### src/rtl/imem_loader_pkg.sv
// Shared definitions for the instruction-memory loader and the core fetch stage.
// Holds the loader state encoding and the instruction word constants.
package imem_loader_pkg;

    localparam int INST_W = 32;
    localparam logic [INST_W-1:0] NOP_WORD = 32'h0000_0000;

    typedef enum logic [1:0] {
        IDLE = 2'd0,
        LOAD = 2'd1,
        FILL = 2'd2,
        DONE = 2'd3
    } state_t;

endpackage

### src/rtl/imem_loader_if.sv
// Source word stream plus instruction-memory write port seen by the loader.
// slave = loader side, master = source / memory side.
interface imem_loader_if
    import imem_loader_pkg::*;
#(
    parameter int DATA_W = INST_W,
    parameter int ADDR_W = 16
);

    logic              in_valid;
    logic [DATA_W-1:0] in_data;
    logic              in_last;
    logic              in_ready;
    logic              mem_we;
    logic [ADDR_W-1:0] mem_addr;
    logic [DATA_W-1:0] mem_wdata;

    modport master (
        output in_valid, in_data, in_last,
        input  in_ready, mem_we, mem_addr, mem_wdata
    );

    modport slave (
        input  in_valid, in_data, in_last,
        output in_ready, mem_we, mem_addr, mem_wdata
    );

endinterface

### src/rtl/imem_loader.sv
// Loads an instruction image into imem from address 0, optionally NOP-fills the rest, then releases the core.
// Write port is registered: one cycle from accepted word to mem_we; in_ready is high only in LOAD.
module imem_loader
    import imem_loader_pkg::*;
#(
    parameter int DATA_W  = INST_W,
    parameter int ADDR_W  = 16,
    parameter int DEPTH   = 65536,
    parameter bit FILL_EN = 1'b1
) (
    input  logic            clk,
    input  logic            rst,
    input  logic            start,
    imem_loader_if.slave    bus,
    output logic            core_rst,
    output logic            busy,
    output logic            done,
    output logic            overflow,
    output logic [ADDR_W:0] word_count
);

    localparam logic [ADDR_W-1:0] LAST_ADDR = ADDR_W'(DEPTH - 1);

    state_t            state;
    logic [ADDR_W-1:0] addr;
    logic              final_wr;
    logic              xfer;

    // final_wr holds the FSM one cycle so the last write never overlaps core release.
    assign bus.in_ready = (state == LOAD) && !final_wr;
    assign xfer         = bus.in_valid && bus.in_ready;
    assign busy         = (state == LOAD) || (state == FILL);
    assign done         = (state == DONE);
    assign core_rst     = (state != DONE);

    always_ff @(posedge clk or negedge rst) begin
        if (!rst) begin
            state         <= IDLE;
            addr          <= '0;
            final_wr      <= 1'b0;
            word_count    <= '0;
            overflow      <= 1'b0;
            bus.mem_we    <= 1'b0;
            bus.mem_addr  <= '0;
            bus.mem_wdata <= '0;
        end else begin
            bus.mem_we <= 1'b0;
            case (state)
                IDLE, DONE: begin
                    if (start) begin
                        state      <= LOAD;
                        addr       <= '0;
                        final_wr   <= 1'b0;
                        word_count <= '0;
                        overflow   <= 1'b0;
                    end
                end
                LOAD: begin
                    if (final_wr) begin
                        state <= DONE;
                    end else if (xfer) begin
                        bus.mem_we    <= 1'b1;
                        bus.mem_addr  <= addr;
                        bus.mem_wdata <= bus.in_data;
                        word_count    <= word_count + 1'b1;
                        if (addr == LAST_ADDR) begin
                            final_wr <= 1'b1;
                            overflow <= !bus.in_last;
                        end else begin
                            addr <= addr + 1'b1;
                            if (bus.in_last) begin
                                if (FILL_EN) state <= FILL;
                                else         final_wr <= 1'b1;
                            end
                        end
                    end
                end
                FILL: begin
                    if (final_wr) begin
                        state <= DONE;
                    end else begin
                        bus.mem_we    <= 1'b1;
                        bus.mem_addr  <= addr;
                        bus.mem_wdata <= DATA_W'(NOP_WORD);
                        if (addr == LAST_ADDR) final_wr <= 1'b1;
                        else                   addr     <= addr + 1'b1;
                    end
                end
                default: state <= IDLE;
            endcase
        end
    end

endmodule

### src/flat_wrapper.sv
// flat-port wrapper written by rule: the top's interface ports become plain ports
module imem_loader_flat import imem_loader_pkg::*;
#(
    parameter int DATA_W  = INST_W,
    parameter int ADDR_W  = 16,
    parameter int DEPTH   = 65536,
    parameter bit FILL_EN = 1'b1
)
  (clk, rst, start, core_rst, busy, done, overflow, word_count, bus_in_valid, bus_in_data, bus_in_last, bus_in_ready, bus_mem_we, bus_mem_addr, bus_mem_wdata);
  imem_loader_if #(.DATA_W(DATA_W), .ADDR_W(ADDR_W)) bus_i ();
  input  logic clk;
  input  logic rst;
  input  logic start;
  output logic core_rst;
  output logic busy;
  output logic done;
  output logic overflow;
  output logic [ADDR_W:0] word_count;
  input wire logic [$bits(bus_i.in_valid)-1:0] bus_in_valid;
  input wire logic [$bits(bus_i.in_data)-1:0] bus_in_data;
  input wire logic [$bits(bus_i.in_last)-1:0] bus_in_last;
  output wire logic [$bits(bus_i.in_ready)-1:0] bus_in_ready;
  output wire logic [$bits(bus_i.mem_we)-1:0] bus_mem_we;
  output wire logic [$bits(bus_i.mem_addr)-1:0] bus_mem_addr;
  output wire logic [$bits(bus_i.mem_wdata)-1:0] bus_mem_wdata;
  assign bus_i.in_valid = bus_in_valid;
  assign bus_i.in_data = bus_in_data;
  assign bus_i.in_last = bus_in_last;
  assign bus_in_ready = bus_i.in_ready;
  assign bus_mem_we = bus_i.mem_we;
  assign bus_mem_addr = bus_i.mem_addr;
  assign bus_mem_wdata = bus_i.mem_wdata;
  imem_loader #(.DATA_W(DATA_W), .ADDR_W(ADDR_W), .DEPTH(DEPTH), .FILL_EN(FILL_EN)) u_core (.clk(clk), .rst(rst), .start(start), .bus(bus_i), .core_rst(core_rst), .busy(busy), .done(done), .overflow(overflow), .word_count(word_count));
endmodule
### config.mk
export PLATFORM = sky130hd
export DESIGN_NAME = imem_loader_flat
export DESIGN_NICKNAME = d
export VERILOG_FILES = /design/src/rtl/imem_loader_pkg.sv /design/src/rtl/imem_loader_if.sv /design/src/rtl/imem_loader.sv /design/src/flat_wrapper.sv
export SDC_FILE = /design/constraint.sdc
export NUM_CORES = 1
export LEC_CHECK = 0
export BUFFER_PORTS_ARGS = -buffer_cell sky130_fd_sc_hd__buf_4
export CORE_MARGIN = 10
export CORE_UTILIZATION = 55
export DETAILED_ROUTE_END_ITERATION = 8
export GPL_ROUTABILITY_DRIVEN = 0
export GPL_TIMING_DRIVEN = 0
export HOLD_SLACK_MARGIN = 0.06
export PLACE_DENSITY = 0.84
export SYNTH_ARGS = -nofsm -noshare
export SYNTH_HDL_FRONTEND = slang
export SYNTH_SLANG_ARGS = --single-unit
### constraint.sdc
create_clock -name clk -period 7 [get_ports clk]
set_clock_uncertainty 0.2 [all_clocks]
set_input_delay 0 -clock clk [delete_from_list [all_inputs] [get_ports clk]]
set_output_delay 0 -clock clk [all_outputs]
set_load 0.01 [all_outputs]
==> metrics.md, run 1 <==
| Metric | Value |
|---|---|
| Final ANT Viol Nets | `0` |
| Relative slew slack | `29.09%` |
| Worst-path clk slew | `0.11 ns` |
| Die height | `108.2 um` |
| Slew Viols, Final | `0` |
| Max Root-Sink Buffers | `2` |
| DP Cell Count | `676` |
| Worst slew pin tran | `1.064 ns` |
| EDFF count, synth | `0` |
| Switch share | `43.50%` |
| Placed wire-length estimate | `8301 um` |
| Post_cts resized | `0` |
| Synth area leader | `dfrtp_1` |
| GR Util All Layers | `20.94%` |
| Post-Syn Nets | `510` |
| Ys flop type | `dfrtp_1` |
| Share of cells above drive strength 1 | `20.93%` |
| Top Family by Delay on Critical Path | `multiplexers` |
| Area Growth Syn to Fin | `34.22%` |
| Slowest stage cell, crit path | `mux2i_1` |
| CP Launch Type | `register` |
| # clock sinks | `86` |
| Static leakage | `2.788 nW` |
| Distinct cells, synth | `49` |
| Comb pwr share | `48.0%` |
| Residual DRC count | `0` |
| Ports | `108` |
| Num rows | `32` |
| RSZ-0062 raised after global routing | `no` |
| IO buf count | `106` |
| Crit path required time | `7.04 ns` |
| Mapped Cells | `468` |
| Worst IR Drop VDD | `0.1708 mV` |
| Status | `complete, no violations` |
| WL per Instance | `17.11 um` |
| Fmax | `366.8 MHz` |
| Setup ws final | `4.274 ns` |
| Sequential cell fraction of total power | `35.2%` |
| Final setup vio count | `0` |
| Largest net degree at the start of global routing | `87` |
| Cts bufs inserted | `9` |
| # fillers | `545` |
| Fin. Hold Viols | `0` |
| Mapped Area | `4282 um^2` |
| Die W | `108.2 um` |
| Synth area leaders | `dfrtp_1 (50%), nand2_1 (12%), nand3b_1 (5.8%), mux2i_1 (3.5%), nand3_1 (2.2%)` |
| Setup slack after placement | `4.319 ns` |
| Initial antenna violation count | `0` |
| Starting Density | `55.99%` |
| Switching power | `0.0008533 W` |
| Flops & latches, synth | `86` |
| CP Buf/Inv Count | `2` |
| Vias | `4102` |
| TNS Setup | `0 ns` |
| Post-Route WL | `12470 um` |
| Register Area | `2152 um^2` |
| MaxCap Viol Count | `0` |
| Vias in the first global route | `3945` |
| Power Dens Cells | `341.4 nW/um^2` |
| Min cycle time layout | `2.726 ns` |
| Setup crit end kind | `register` |
| Cell Chain, Critical Path | `inv_1, ha_1, mux2i_1, a21o_1, clkbuf_1, nor4_1, a311o_1` |
| Final std cells w/o fill | `729` |
| First-pass GRT wire length | `20060 um` |
| Top cell type's share of synthesized area | `50.26%` |
| Mapped Avg Cell Area | `9.149 um^2` |
| Async SR Flop Fraction | `100.0%` |
| Class of the worst hold path | `input port to asynchronous set/reset pin` |
| Period Utilization, post-route | `38.94%` |
| Clk Latency, worst-skew pair | `0.37 ns` |
| Vias/cell | `5.627` |
| Pre-antenna DRT Iters | `5` |
| Ys Warns | `0` |
| Core Box Area | `7647 um^2` |
| CP Max Fanout | `10` |
| CTS root buf | `clkbuf_8` |
| H-Tree Depth | `3` |
| Die ar. | `11710 um^2` |
| Crit Path Class | `register to register` |
| Int Power | `0.001108 W` |
| Slowest stage delay, CP | `0.63 ns` |
| Multi-input logic area | `1987 um^2` |
| Congestion Overflow GR | `0` |
| CTS tree | `built` |
| PnR Total Power | `0.001962 W` |
| Data arrival time of the critical path | `2.77 ns` |
| Clock share of power | `16.9%` |
| 1st-iter DRT viols | `279` |
| Final nets | `663` |
| Register area share after synthesis | `50.26%` |
-- power groups by stage --
stage / clock [W] / combinational [W] / sequential, W
3_3_place_gp: 0 / 0.000877 / 0.000686
6_report: 0.000331 / 0.000941 / 0.000690
3_5_place_dp: 0 / 0.000908 / 0.000693
5_1_grt: 0.000355 / 0.00104 / 0.000701
2_1_floorplan: 0 / 0.000499 / 0.000727
4_1_cts: 0.000331 / 0.000928 / 0.000683
-- final cells by class --
class / instances / area share, %
antenna: 1 / 0.04354
buffer: 25 / 1.960
clock buffer: 10 / 2.221
clock inverter: 6 / 0.8927
inverter: 8 / 0.5225
multi-input combinational: 349 / 34.57
sequential: 86 / 37.45
tap: 102 / 2.221
timing repair buffer: 142 / 20.12
-- worst reg2reg max path: stages, from the launching register on --
cell      delay [ns]
dfrtp_1         0.39
inv_1           0.07
ha_1            0.35
mux2i_1         0.63
a21o_1          0.14
clkbuf_1        0.36
nor4_1          0.11
a311o_1         0.35
-- cells by family (layout without fill, tap and decap cells) --
logic type / after synthesis / count (layout) / share of synthesized area, %
xor+xnor: 1 / 1 / 0.2046
buf+inv: 33 / 191 / 3.331
simple gates: 266 / 266 / 31.41
other cells: 0 / 1 / 0
flops: 86 / 86 / 50.26
mux: 16 / 16 / 3.770
compound gates: 61 / 61 / 9.556
fa+ha+maj: 5 / 5 / 1.461
-- Yosys cell counts (3+ instances only) --
| cell | instances |
|---|---|
| inv_1 | 7 |
| and3_1 | 5 |
| nand2_1 | 140 |
| a2111oi_0 | 4 |
| nand3b_1 | 33 |
| and4_1 | 3 |
| nand2b_1 | 14 |
| mux2i_1 | 15 |
| ha_1 | 5 |
| dfrtp_1 | 86 |
| o21ai_0 | 13 |
| nor4_1 | 7 |
| a211oi_1 | 4 |
| nor3_1 | 4 |
| clkbuf_1 | 20 |
| nor2_1 | 10 |
| nand4b_1 | 4 |
| or4_1 | 9 |
| a21oi_1 | 17 |
| o31ai_1 | 6 |
| nand3_1 | 19 |
| nand4_1 | 7 |
-- state kept, by name, summed over array words and instances (netlist names) --
name / flops
u_core.state: 2
u_core.bus.mem_addr: 16
u_core.overflow: 1
u_core.final_wr: 1
u_core.addr: 16
u_core.bus.mem_wdata: 32
u_core.word_count: 17
u_core.bus.mem_we: 1
-- placed cells by master, fill, tap and decap left out, types with 6 or more instances in the layout --
| cell | Yosys | final |
|---|---|---|
| mux2i_1 | 15 | 15 |
| nand3b_1 | 33 | 33 |
| clkbuf_8 | 0 | 9 |
| nor2_1 | 10 | 10 |
| o31ai_1 | 6 | 6 |
| or4_1 | 9 | 9 |
| nor4_1 | 7 | 7 |
| inv_1 | 7 | 7 |
| nand2b_1 | 14 | 14 |
| o21ai_0 | 13 | 13 |
| buf_4 | 0 | 106 |
| a21oi_1 | 17 | 17 |
| dlygate4sd3_1 | 0 | 36 |
| nand2_1 | 140 | 140 |
| nand4_1 | 7 | 7 |
| clkbuf_1 | 20 | 21 |
| nand3_1 | 19 | 19 |
| dfrtp_1 | 86 | 86 |
-- layer usage --
metal  share of wire [%]  global-route usage [%]  wire length, um  vias to the layer above
li1                    -                       -                -                     1956
met5                   0                       0                0                        -
met1                  43                   27.32             5327                     1961
met2                  49                   34.01             6085                      170
met3                 6.9                   4.283              865                       15
met4                 1.5                   6.966              192                        0
-- final timing paths --
check                                                             to                                 start  depth (start not counted)  slack [ns]
worst max-delay path                u_core.word_count[7]$_DFFE_PN0P_           u_core.state[0]$_DFFE_PN0P_                          7        4.27
worst min-delay path            u_core.bus.mem_wdata[22]$_DFFE_PN0P_                                   rst                          2        0.17
worst max register to register      u_core.word_count[7]$_DFFE_PN0P_           u_core.state[0]$_DFFE_PN0P_                          7        4.27
worst min register to register  u_core.bus.mem_wdata[11]$_DFFE_PN0P_  u_core.bus.mem_wdata[11]$_DFFE_PN0P_                          2        0.28
max in group asynchronous           u_core.word_count[1]$_DFFE_PN0P_                                   rst                          2        5.75
min in group clk                u_core.bus.mem_wdata[23]$_DFFE_PN0P_                       bus_in_data[23]                          4        0.21
-- repair_timing --
action                    in CTS  in global routing
hold buffers                  36                  0
hold endpoints to repair     127                  0
setup buffers                  0                  0
-- through the flow --
stage / hold slack [ns] / area (um^2) / utilization [%]
floorplan: -0.4956 / 4282 / -
global placement: 0.03074 / 5205 / 68.06
detailed placement: 0.04042 / 5205 / 68.06
finish: 0.1742 / 5747 / 75.15
CTS: 0.2116 / 5744 / 75.11
global route: 0.2304 / 5744 / 75.11
Note: power is estimated with default switching activity, not from simulation.
==> run 2: changes to the inputs <==
Settings changed: ABC_AREA set to 1, CORE_UTILIZATION 55 to 48, PLACE_DENSITY 0.84 to 0.78.
Clock period 7 ns to 2.5 ns, I/O delays scaled along.
==> run 2 against run 1 <==
Final area is 2.2% higher; non-clock buffer count decreased by 6; sequential share of layout area down 0.81 points; first-iteration DRC count rose by 23%; via count up 2.8%; flip-flop and latch count is the same; largest power group unchanged.
==> metrics.md, run 2 <==
| Metric | Value |
|---|---|
| Relative slew slack | `27.08%` |
| R2r worst-path depth | `11` |
| Setup slack after placement | `0.2308 ns` |
| Max reg flops | `32` |
| Clk Latency, worst-skew pair | `0.36 ns` |
| # clock sinks | `86` |
| Ys flop type | `dfrtp_1` |
| Worst IR Drop VDD | `0.5342 mV` |
| Mapped Area | `4342 um^2` |
| Data arrival time of the critical path | `2.38 ns` |
| Vias in the first global route | `4254` |
| MaxCap Viol Count | `0` |
| CP Max Fanout | `10` |
| Synth area leaders | `dfrtp_1 (50%), nand2_1 (17%), nand3_1 (7.1%), inv_1 (3.5%), nor2_1 (3.5%)` |
| Largest registers | `u_core.bus.mem_wdata (32), u_core.word_count (17)` |
| Synth area leader | `dfrtp_1` |
| Post-Route WL | `12240 um` |
| Worst-path clk slew | `0.09 ns` |
| Slew Viols, Final | `0` |
| TNS Setup | `0 ns` |
| Util after Layout | `67.03%` |
| Fmax | `431.9 MHz` |
| Vias/cell | `5.175` |
| Area Growth Syn to Fin | `35.30%` |
| H-Tree Depth | `3` |
| Die height | `115.1 um` |
| Synth top cells by count | `nand2_1 (191), dfrtp_1 (86), nand3_1 (62)` |
| Pre-antenna DRT Iters | `5` |
| Congestion Overflow GR | `0` |
| Post_cts resized | `0` |
| Final setup vio count | `0` |
| Setup crit end kind | `register` |
| Min cycle time layout | `2.315 ns` |
| EDFF count, synth | `0` |
| Residual DRC count | `0` |
| Placed wire-length estimate | `8604 um` |
| Flops & latches, synth | `86` |
| Top cell type's share of synthesized area | `49.57%` |
| 1st-iter DRT viols | `344` |
| Mapped Cells | `546` |
| Largest Register | `u_core.bus.mem_wdata` |
| Num rows | `34` |
| Commonest cells after routing, fill and taps aside | `nand2_1 (191), buf_4 (108), dfrtp_1 (86)` |
| Most common cell after layout, fill and taps aside | `nand2_1` |
| PnR Total Power | `0.006081 W` |
| Share of cells above drive strength 1 | `23.72%` |
| Static leakage | `2.988 nW` |
| First-pass GRT wire length | `20460 um` |
| GR Util All Layers | `18.57%` |
| Cell with the most instances after synthesis | `nand2_1` |
| Async SR Flop Fraction | `100.0%` |
| Register area share after synthesis | `49.57%` |
| Ports | `108` |
| Die W | `115.1 um` |
| Status | `complete, no violations` |
| Core Box Area | `8763 um^2` |
| WHS | `0.1337 ns` |
| Max Root-Sink Buffers | `2` |
| Crit path required time | `2.56 ns` |
| Largest net degree at the start of global routing | `87` |
| Fin. Hold Viols | `0` |
| Class of the worst hold path | `input port to asynchronous set/reset pin` |
| Final ANT Viol Nets | `0` |
| Mapped Avg Cell Area | `7.952 um^2` |
| CP Launch Type | `register` |
| Initial antenna violation count | `0` |
| Setup ws final | `0.1848 ns` |
| Starting Density | `49.54%` |
| CTS root buf | `clkbuf_8` |
| RSZ-0062 raised after global routing | `no` |
| Crit Path Class | `register to register` |
| Vias | `4218` |
| Ys Warns | `0` |
| Period Utilization, post-route | `92.61%` |
| Power Dens Cells | `1035 nW/um^2` |
| Worst slew pin tran | `1.094 ns` |
| Post-Syn Nets | `588` |
| IO buf count | `107` |
| Die ar. | `13250 um^2` |
| Final nets | `741` |
| Distinct cells, synth | `33` |
| CTS tree | `built` |
| Cts bufs inserted | `9` |
| WL per Instance | `15.02 um` |
==> run 2: where the power goes <==
group | internal (W) | switching, W | total [W]
clock | 0.000597 | 0.000526 | 0.00112
sequential | 0.00171 | 0.000213 | 0.00192
combinational | 0.00109 | 0.00194 | 0.00303
total | 0.00340 | 0.00268 | 0.00608
==> run 2: cell families (layout without fill, tap and decap cells) <==
kind of cell,after synthesis,after routing,share of synthesized area [%]
buffers and inverters,66,224,6.542
adder cells (fa/ha/maj),5,5,1.441
other,0,3,0
AO/OA/AOI/OAI,53,53,7.089
flip-flops,86,86,49.57
XOR/XNOR,8,8,1.614
AND/OR/NAND/NOR,328,328,33.75
==> run 2: metal layers <==
metal	vias up	track usage (%)	share of wire, %
li1	2066	-	-
met1	1990	22.56	42
met2	133	31.19	50
met3	29	3.646	5.9
met4	0	8.333	2.4
met5	-	0	0
==> run 2: critical path, stage by stage (launching register included) <==
cell and delay (ns):
dfrtp_1 0.41, inv_1 0.06, ha_1 0.30, buf_4 0.17
nand2_1 0.12, o21ai_0 0.10, inv_1 0.12, nand2_1 0.13
inv_2 0.15, buf_2 0.24, nand4_1 0.10, o21ai_0 0.10
==> run 2: path summary, 6_finish.rpt <==
kind                                                          from                                    to  slack, ns
max in group asynchronous                                      rst  u_core.bus.mem_wdata[11]$_DFFE_PN0P_       1.21
worst max-delay path                   u_core.state[0]$_DFFE_PN0P_     u_core.word_count[10]$_DFFE_PN0P_       0.18
min in group clk                                    bus_in_data[5]   u_core.bus.mem_wdata[5]$_DFFE_PN0P_       0.20
worst min register to register  u_core.bus.mem_addr[7]$_DFFE_PN0P_    u_core.bus.mem_addr[7]$_DFFE_PN0P_       0.29
worst min-delay path                                           rst     u_core.word_count[15]$_DFFE_PN0P_       0.13
worst max register to register         u_core.state[0]$_DFFE_PN0P_     u_core.word_count[10]$_DFFE_PN0P_       0.18
==> run 2: per-stage QoR <==
step                area, um^2  cells
finish                    5874    815
floorplan                 4342    546
global placement          5280    761
CTS                       5871    813
global route              5867    812
detailed placement        5280    761
==> run 2: area by class of cell <==
cell class                      count  area (um^2)
Timing Repair Buffer              143         1164
Multi-Input combinational cell    394         1906
Antenna cell                        3        7.507
Clock buffer                       10        137.6
Buffer                             18        101.3
Inverter                           47        178.9
Clock inverter                      6        92.59
Sequential cell                    86         2152
Tap cell                          108        135.1
Fill cell                         720         2889
==> run 2: what timing repair did <==
action	4_1_cts	5_1_grt
hold endpoints to repair	130	0
setup buffers	0	0
hold buffers	36	0
setup endpoints to repair	0	1
